===== config.mk =====
export PLATFORM = sky130hd
export DESIGN_NAME = tmds_encoder_multi
export DESIGN_NICKNAME = d
export VERILOG_FILES = /design/src/rtl/tmds_pkg.sv /design/src/rtl/tmds_lane_enc.sv /design/src/rtl/tmds_encoder_multi.sv
export SDC_FILE = /design/constraint.sdc
export NUM_CORES = 1
export LEC_CHECK = 0
export BUFFER_PORTS_ARGS = -buffer_cell sky130_fd_sc_hd__buf_2
export CORE_UTILIZATION = 60
export DETAILED_ROUTE_END_ITERATION = 6
export PLACE_DENSITY = 0.81
export SETUP_SLACK_MARGIN = 0.5
export SLEW_MARGIN = 15
export SYNTH_ARGS = -nofsm -noshare
export SYNTH_HDL_FRONTEND = slang
export SYNTH_SLANG_ARGS = --single-unit

===== constraint.sdc =====
create_clock -name clk_in -period 6.5 [get_ports clk_in]
set_input_delay 1.3 -clock clk_in [delete_from_list [all_inputs] [get_ports clk_in]]
set_output_delay 1.3 -clock clk_in [all_outputs]
set_load 0.01 [all_outputs]

===== src/rtl/tmds_pkg.sv =====
// rtl/tmds_pkg.sv - TMDS mode type, fixed symbol codes and encoding helpers
package tmds_pkg;

    typedef enum logic [1:0] {
        MODE_CONTROL = 2'd0,
        MODE_VIDEO   = 2'd1,
        MODE_GUARD   = 2'd2,
        MODE_TERC4   = 2'd3
    } tmds_mode_t;

    localparam logic [9:0] CTRL_CODE_00 = 10'b1101010100;
    localparam logic [9:0] CTRL_CODE_01 = 10'b0010101011;
    localparam logic [9:0] CTRL_CODE_10 = 10'b0101010100;
    localparam logic [9:0] CTRL_CODE_11 = 10'b1010101011;

    // Lane 1 gets the inverted band; every other lane uses the blue/red one.
    localparam logic [9:0] GUARD_BAND_0 = 10'b1011001100;
    localparam logic [9:0] GUARD_BAND_1 = 10'b0100110011;

    function automatic logic [3:0] popcount8(input logic [7:0] v);
        logic [3:0] n;
        n = '0;
        for (int i = 0; i < 8; i++) begin
            n = n + {3'b000, v[i]};
        end
        return n;
    endfunction

    function automatic logic [8:0] tmds_qm(input logic [7:0] d);
        logic [3:0] ones;
        logic       use_xnor;
        logic [8:0] q;
        ones     = popcount8(d);
        use_xnor = (ones > 4'd4) || ((ones == 4'd4) && !d[0]);
        q        = '0;
        q[0]     = d[0];
        for (int i = 1; i < 8; i++) begin
            q[i] = use_xnor ? ~(q[i-1] ^ d[i]) : (q[i-1] ^ d[i]);
        end
        q[8] = ~use_xnor;
        return q;
    endfunction

    function automatic logic [9:0] terc4_code(input logic [3:0] nib);
        logic [9:0] c;
        case (nib)
            4'h0: c = 10'b1010011100;
            4'h1: c = 10'b1001100011;
            4'h2: c = 10'b1011100100;
            4'h3: c = 10'b1011100010;
            4'h4: c = 10'b0101110001;
            4'h5: c = 10'b0100011110;
            4'h6: c = 10'b0110001110;
            4'h7: c = 10'b0100111100;
            4'h8: c = 10'b1011001100;
            4'h9: c = 10'b0100111001;
            4'hA: c = 10'b0110011100;
            4'hB: c = 10'b1011000110;
            4'hC: c = 10'b1010001110;
            4'hD: c = 10'b1001110001;
            4'hE: c = 10'b0101100011;
            default: c = 10'b1011000011;
        endcase
        return c;
    endfunction

endpackage


===== src/rtl/tmds_lane_enc.sv =====
// rtl/tmds_lane_enc.sv - one TMDS lane: q_m stage, symbol stage, running disparity
import tmds_pkg::*;

module tmds_lane_enc #(
    parameter int LANE_IDX = 0
) (
    input  logic       clk_in,
    input  logic       rst_n_in,
    input  logic [1:0] mode_in,
    input  logic [7:0] data_in,
    input  logic [1:0] ctrl_in,
    input  logic [3:0] terc_in,
    output logic [9:0] tmds_out,
    output logic [4:0] disp_out
);

    logic [8:0]        qm_q;
    tmds_mode_t        mode_q;
    logic [1:0]        ctrl_q;
    logic [3:0]        terc_q;
    logic [9:0]        sym_q, sym_d;
    logic signed [4:0] cnt_q, cnt_d;
    logic signed [4:0] n1, n0;
    logic              q8;

    always_ff @(posedge clk_in or negedge rst_n_in) begin
        if (!rst_n_in) begin
            qm_q   <= '0;
            mode_q <= MODE_CONTROL;
            ctrl_q <= '0;
            terc_q <= '0;
            sym_q  <= '0;
            cnt_q  <= '0;
        end else begin
            qm_q   <= tmds_qm(data_in);
            mode_q <= tmds_mode_t'(mode_in);
            ctrl_q <= ctrl_in;
            terc_q <= terc_in;
            sym_q  <= sym_d;
            cnt_q  <= cnt_d;
        end
    end

    assign q8 = qm_q[8];
    assign n1 = signed'({1'b0, popcount8(qm_q[7:0])});
    assign n0 = 5'sd8 - n1;

    always_comb begin
        sym_d = '0;
        cnt_d = '0;
        case (mode_q)
            MODE_VIDEO: begin
                if ((cnt_q == 5'sd0) || (n1 == n0)) begin
                    sym_d = {~q8, q8, q8 ? qm_q[7:0] : ~qm_q[7:0]};
                    cnt_d = q8 ? (cnt_q + (n1 - n0)) : (cnt_q + (n0 - n1));
                end else if (((cnt_q > 5'sd0) && (n1 > n0)) ||
                             ((cnt_q < 5'sd0) && (n0 > n1))) begin
                    sym_d = {1'b1, q8, ~qm_q[7:0]};
                    cnt_d = cnt_q + (q8 ? 5'sd2 : 5'sd0) + (n0 - n1);
                end else begin
                    sym_d = {1'b0, q8, qm_q[7:0]};
                    cnt_d = cnt_q - (q8 ? 5'sd0 : 5'sd2) + (n1 - n0);
                end
            end
            MODE_GUARD: sym_d = (LANE_IDX == 1) ? GUARD_BAND_1 : GUARD_BAND_0;
            MODE_TERC4: sym_d = terc4_code(terc_q);
            default: begin
                case (ctrl_q)
                    2'b00:   sym_d = CTRL_CODE_00;
                    2'b01:   sym_d = CTRL_CODE_01;
                    2'b10:   sym_d = CTRL_CODE_10;
                    default: sym_d = CTRL_CODE_11;
                endcase
            end
        endcase
    end

    assign tmds_out = sym_q;
    assign disp_out = cnt_q;

endmodule


===== src/rtl/tmds_encoder_multi.sv =====
// rtl/tmds_encoder_multi.sv - NUM_CH lock-step TMDS lanes with shared mode
import tmds_pkg::*;

module tmds_encoder_multi #(
    parameter int NUM_CH = 3
) (
    input  logic                  clk_in,
    input  logic                  rst_n_in,
    input  logic [1:0]            mode_in,
    input  logic [8*NUM_CH-1:0]   data_in,
    input  logic [2*NUM_CH-1:0]   ctrl_in,
    input  logic [4*NUM_CH-1:0]   terc_in,
    output logic [10*NUM_CH-1:0]  tmds_out,
    output logic [5*NUM_CH-1:0]   disp_out
);

    for (genvar k = 0; k < NUM_CH; k++) begin : g_lane
        tmds_lane_enc #(
            .LANE_IDX (k)
        ) u_lane (
            .clk_in   (clk_in),
            .rst_n_in (rst_n_in),
            .mode_in  (mode_in),
            .data_in  (data_in[8*k +: 8]),
            .ctrl_in  (ctrl_in[2*k +: 2]),
            .terc_in  (terc_in[4*k +: 4]),
            .tmds_out (tmds_out[10*k +: 10]),
            .disp_out (disp_out[5*k +: 5])
        );
    end

endmodule


==> flow_summary.toml, run 1 <==
[run_status]
status = "finished clean"

[worst_setup_path]
worstRegToRegCells = 19
critPathSlowestCell = "fa_1"
reg2reg_to = "g_lane[2].u_lane.disp_out[4]"
path_buf_inv = 2
cp.arrival_ns = 6.00
start_kind = "register"
rr_startpoint = "g_lane[2].u_lane.qm_q[0]"
cp_max_fo = 11
required_ns = 6.74
worst_path_most_repeated_cell = "fa_1"
critical_path_depth = 19
slowest_delay_ns = 0.63
path_cells = "ha_1, inv_1, fa_1, fa_1, fa_1, fa_1, and2_1, inv_2, ha_1, xnor2_1, xor2_1, ha_1, ha_1, fa_1, xnor2_1, xnor2_1, xnor2_1, a21oi_1, a211oi_1"
cp-end-kind = "register"
crit_family = "adder cells"
r2r_setup_slack_ns = 0.75
path_class = "reg -> reg"

[floorplan]
rows = 42
initial_core_util = 0.615
fp.dieArea_um2 = 14000
die-height_um = 118
io_pins = 91
fp.dieW_um = 118
core_area_um2 = 13200

[sta]
fmax_mhz = 174
finalHoldViolCount = 0
fin_crit_ns = 5.75
slew_violations = 0
skew_ns = 0.0106
post-route-period-util = 0.885
worst_slew_pin_slew_ns = 0.959
finalSetupTns_ns = 0
slew-limit-headroom = 0.361
rsz0062_at_grt = "false"
setup_viol = 0

[yosys]
syn_area_um2 = 8140
synth_edf_count = 0
syn_avg_cell_area_um2 = 9.32
syn_nets = 1057
seq_area_frac_synth = 0.283
yosys_warnings = 0
synthArstFlopShare = 1.00
ys_seq_elements = 92
syn_inst = 873
synth_ff_type = "dfrtp_1"
yosysUniqueCellTypes = 69

[job]
maxCapViolCount = 0

[global_routing]
grt_pass1_wl_um = 28800
grt_usage = 0.257
antenna_found_initial = 0
grt_max_degree = 53
overflow = 0
grt_pass1_vias = 6017

[drt]
firstDrtPassIters = 5
highest-signal-layer = "met4"
drtIter0Drc = 352
via_per_inst = 5.59
vias = 6304
antenna_left = 0
routed_wl_um = 17100
wl_met2_um = 8360
routedWlPerCell_um = 15.2
drt-met1-wl_um = 7820
drc = 0
met3_length_um = 553

[clock_tree]
cts.sinks = 92
cts_tree = "yes"
clockBufferDepth = 2
root_buffer = "clkbuf_16"
hold_buffers = 0
clk_latency_ns = 0.35
path_clk_slew_ns = 0.06
numCtsBuffers = 9
htree_levels = 3

[final_layout]
drive_above_1_share = 0.146
diodes = 0
fin_nets = 1130
layout_commonest_cell = "inv_1"
layout_common_cells = "inv_1 (114), ha_1 (101), dfrtp_1 (92)"
num-fill-cells = 1077
final_util = 0.682
area_growth_pct = 10.9

[worst_hold_path]
whs_endpoint = "g_lane[2].u_lane.disp_out[0]"
hold_path_startpoint = "g_lane[2].u_lane.disp_out[0]"
min_delay_path_depth = 1
hold_class = "reg -> reg"

[placement]
port_buffers = 90
place_congestion = 0.915
dp_hpwl_um = 13100
what timing repair did:
item,CTS,global route
setup endpoints to repair,0,1
setup buffers,0,1
resized for setup,0,8
how the worst max path moves through the flow:
stage                                         from                           end  slack (ns)
after floorplan           g_lane[1].u_lane.qm_q[0]  g_lane[1].u_lane.disp_out[4]        0.99
after global placement    g_lane[1].u_lane.qm_q[0]  g_lane[1].u_lane.disp_out[4]        0.76
after detailed placement  g_lane[1].u_lane.qm_q[0]  g_lane[1].u_lane.disp_out[4]        0.58
after CTS                 g_lane[1].u_lane.qm_q[0]  g_lane[1].u_lane.disp_out[4]        0.54
after global routing      g_lane[2].u_lane.qm_q[0]  g_lane[2].u_lane.disp_out[4]        0.52
final                     g_lane[2].u_lane.qm_q[0]  g_lane[2].u_lane.disp_out[4]        0.75
synthesized netlist by cell type, types with 3 or more instances:
cell,instances,area share
a31oi_1,3,0.0023
or2_2,3,0.0023
a21oi_1,56,0.034
nand4_1,3,0.0023
nor2_1,47,0.022
o221ai_1,4,0.0043
mux2_2,5,0.0069
dfrtp_1,92,0.28
and3_1,5,0.0038
nand3b_1,3,0.0028
nand2b_1,16,0.012
o21ai_0,38,0.023
xor2_1,13,0.014
a22oi_1,7,0.0065
inv_1,114,0.053
o21ai_1,7,0.0043
buf_2,8,0.0049
o32ai_1,4,0.0043
nor3_1,26,0.016
nor2b_1,10,0.0077
and2_1,7,0.0054
a211oi_1,13,0.012
a2bb2oi_1,3,0.0032
a21o_1,10,0.0092
nor3b_1,6,0.0055
o31ai_1,4,0.0037
o21a_1,15,0.014
nor4_1,7,0.0054
o211ai_1,5,0.0046
ha_1,102,0.16
fa_1,36,0.089
clkbuf_1,18,0.0083
nand3_1,16,0.0098
xnor2_1,75,0.081
mux2i_1,7,0.0086
o22ai_1,4,0.0031
buf_1,5,0.0023
nand2_1,37,0.017
registers in the layout, indices dropped and copies added, names as in the netlist:
register,count
g_lane.u_lane.qm_q,27
g_lane.u_lane.mode_q,2
g_lane.u_lane.ctrl_q,6
g_lane.u_lane.terc_q,12
g_lane.u_lane.tmds_out,30
g_lane.u_lane.disp_out,15
final cells by class:
type	instances	area [um^2]	area share
multi-input combinational	631	5300	0.587
sequential	92	2300	0.255
timing repair buffer	95	490	0.0543
inverter	117	442	0.0489
clock buffer	10	239	0.0265
tap	176	220	0.0244
clock inverter	6	37.5	0.00416
kinds of logic after synthesis:
| group | after synthesis | synth area share |
|---|---|---|
| xor gates and xnor gates | 90 | 0.0987 |
| buffers and inverters | 150 | 0.0716 |
| adders and majority gates | 138 | 0.245 |
| DFF | 92 | 0.283 |
| and+or+nand+nor | 194 | 0.121 |
| muxes | 13 | 0.0183 |
| AOI/OAI and AO/OA | 196 | 0.162 |
worst register-to-register path: stages, from the launching register on:
cell      delay, ns
dfrtp_1        0.40
ha_1           0.28
inv_1          0.05
fa_1           0.50
fa_1           0.44
fa_1           0.42
fa_1           0.63
and2_1         0.29
inv_2          0.08
ha_1           0.49
xnor2_1        0.18
xor2_1         0.23
ha_1           0.27
ha_1           0.19
fa_1           0.38
xnor2_1        0.22
xnor2_1        0.16
xnor2_1        0.15
a21oi_1        0.09
a211oi_1       0.22
per-stage QoR:
stage / hold WS [ns] / cells / instance area [um^2] / setup slack [ns]
after floorplan: 0.532 / 873 / 8140 / 0.985
after global placement: 0.488 / 1110 / 8700 / 0.758
after detailed placement: 0.496 / 1110 / 8700 / 0.578
after CTS: 0.509 / 1126 / 8980 / 0.542
after global routing: 0.555 / 1127 / 9030 / 0.521
final: 0.510 / 1127 / 9030 / 0.745
layer usage:
metal / vias to the layer above / global-route usage
met5: - / 0
met4: 0 / 0.0815
met3: 32 / 0.0381
met2: 147 / 0.424
met1: 3029 / 0.350
li1: 3096 / -
Power of run 1 is left out: the tool's default activity adds up to more than one toggle a clock period on the data nets, which glitch-free logic cannot reach.
==> inputs of run 2 (changes only) <==
--- a/config.mk
+++ b/config.mk
@@ -9,6 +9,7 @@
 export CORE_UTILIZATION = 60
 export DETAILED_ROUTE_END_ITERATION = 6
 export PLACE_DENSITY = 0.81
+export REMOVE_ABC_BUFFERS = 1
 export SETUP_SLACK_MARGIN = 0.5
 export SLEW_MARGIN = 15
 export SYNTH_ARGS = -nofsm -noshare
==> flow_summary.toml, run 2 (synthesis gave the netlist of run 1 again) <==
[global_routing]
grt_pass1_wl_um = 29300
overflow = 0
grt_max_degree = 55
grt_pass1_vias = 6180
antenna_found_initial = 0
grt_usage = 0.262

[final_layout]
largest_reg_flops = 30
area_growth_pct = 11.5
fin_nets = 1130
layout_commonest_cell = "inv_1"
num-fill-cells = 1068
layout_common_cells = "inv_1 (114), ha_1 (100), dfrtp_1 (92)"
diodes = 0
drive_above_1_share = 0.150

[floorplan]
fp.dieArea_um2 = 14000
core_area_um2 = 13200
initial_core_util = 0.615
io_pins = 91
fp.dieW_um = 118
rows = 42
die-height_um = 118

[clock_tree]
clk_latency_ns = 0.36
htree_levels = 3
cts.sinks = 92
clockBufferDepth = 2
cts_tree = "yes"
numCtsBuffers = 9
root_buffer = "clkbuf_16"
path_clk_slew_ns = 0.07

[worst_setup_path]
rr_startpoint = "g_lane[1].u_lane.qm_q[0]"
critPathSlowestCell = "fa_2"
reg2reg_to = "g_lane[1].u_lane.disp_out[4]"
cp_max_fo = 8
crit_family = "adder cells"
cp-end-kind = "register"
required_ns = 6.75
path_class = "reg -> reg"
path_cells = "ha_1, inv_1, fa_1, fa_1, fa_2, fa_2, and2_1, inv_1, ha_2, inv_1, xnor2_2, ha_1, ha_1, fa_2, xnor2_2, nor3_1, mux2_2, o311ai_1, nand4_1, o32ai_1"
start_kind = "register"
cp.arrival_ns = 5.97
path_buf_inv = 3
worstRegToRegCells = 20
slowest_delay_ns = 0.61
r2r_setup_slack_ns = 0.79

[sta]
finalSetupTns_ns = 0
fmax_mhz = 175
slew-limit-headroom = 0.390
setup_viol = 0
skew_ns = 0.00745
post-route-period-util = 0.879
finalHoldViolCount = 0
worst_slew_pin_slew_ns = 0.916
fin_crit_ns = 5.71
slew_violations = 0
rsz0062_at_grt = "false"

[drt]
drtIter0Drc = 513
drc = 0
vias = 6320
routed_wl_um = 17500
routedWlPerCell_um = 15.5
antenna_left = 0
firstDrtPassIters = 5
via_per_inst = 5.61

[placement]
place_congestion = 0.910
port_buffers = 90
dp_hpwl_um = 13000

[worst_hold_path]
hold_path_startpoint = "g_lane[0].u_lane.disp_out[0]"
hold_class = "reg -> reg"
whs_endpoint = "g_lane[0].u_lane.disp_out[0]"
min_delay_path_depth = 1

[job]
maxCapViolCount = 0

[run_status]
status = "finished clean"
run 2: cell count changes in the layout (fill, tap and decap cells not counted), sizes merged:
cell,change
bufinv,+1
clkbuf,+1
clkinv,-3
clkinvlp,+2
inv,-1
run 2: what timing repair did:
item | CTS | global route
gates cloned | 0 | 0
hold buffers | 0 | 0
endpoints found under the setup margin | 1 | 2
gates resized for setup | 3 | 9
setup buffers | 0 | 1
pin swaps | 0 | 2
run 2: final cells by class:
cell class              count  area [um^2]  share of cell area
clock buffers              11          253              0.0278
clock inverters             5         58.8             0.00648
inverters                 117          442              0.0487
multi-input cells         631         5310               0.585
flip-flops and latches     92         2300               0.254
well taps                 176          220              0.0243
repair buffers             95          490              0.0540
run 2: metal layers:
| layer | up-vias | share of wire | track usage |
|---|---|---|---|
| li1 | 3102 | - | - |
| met3 | 23 | 0.043 | 0.0401 |
| met2 | 156 | 0.49 | 0.439 |
| met4 | 0 | 0.019 | 0.0886 |
| met5 | - | 0 | 0 |
| met1 | 3039 | 0.45 | 0.348 |
run 2: per-stage QoR:
stage          cell area [um^2]  worst slack (ns)  std cells   util  hold slack, ns
4_1_cts                    9030             0.502       1126  0.682           0.525
3_5_place_dp               8700             0.572       1110  0.657           0.505
3_3_place_gp               8700             0.753       1110  0.657           0.497
2_1_floorplan              8000             0.982        840      -           0.532
5_1_grt                    9080             0.505       1127  0.685           0.563
6_report                   9080             0.787       1127  0.685           0.525
run 2: how the worst max path moves through the flow:
stage,startpoint,end,slack (ns),cells past startpoint
floorplan,g_lane[1].u_lane.qm_q[0],g_lane[1].u_lane.disp_out[4],0.98,20
global placement,g_lane[1].u_lane.qm_q[0],g_lane[1].u_lane.disp_out[4],0.75,20
detailed placement,g_lane[1].u_lane.qm_q[0],g_lane[1].u_lane.disp_out[4],0.57,20
CTS,g_lane[1].u_lane.qm_q[0],g_lane[1].u_lane.disp_out[4],0.50,20
global route,g_lane[0].u_lane.qm_q[0],g_lane[0].u_lane.disp_out[4],0.51,20
finish,g_lane[1].u_lane.qm_q[0],g_lane[1].u_lane.disp_out[4],0.79,20
Power of run 2 is left out for the same reason.
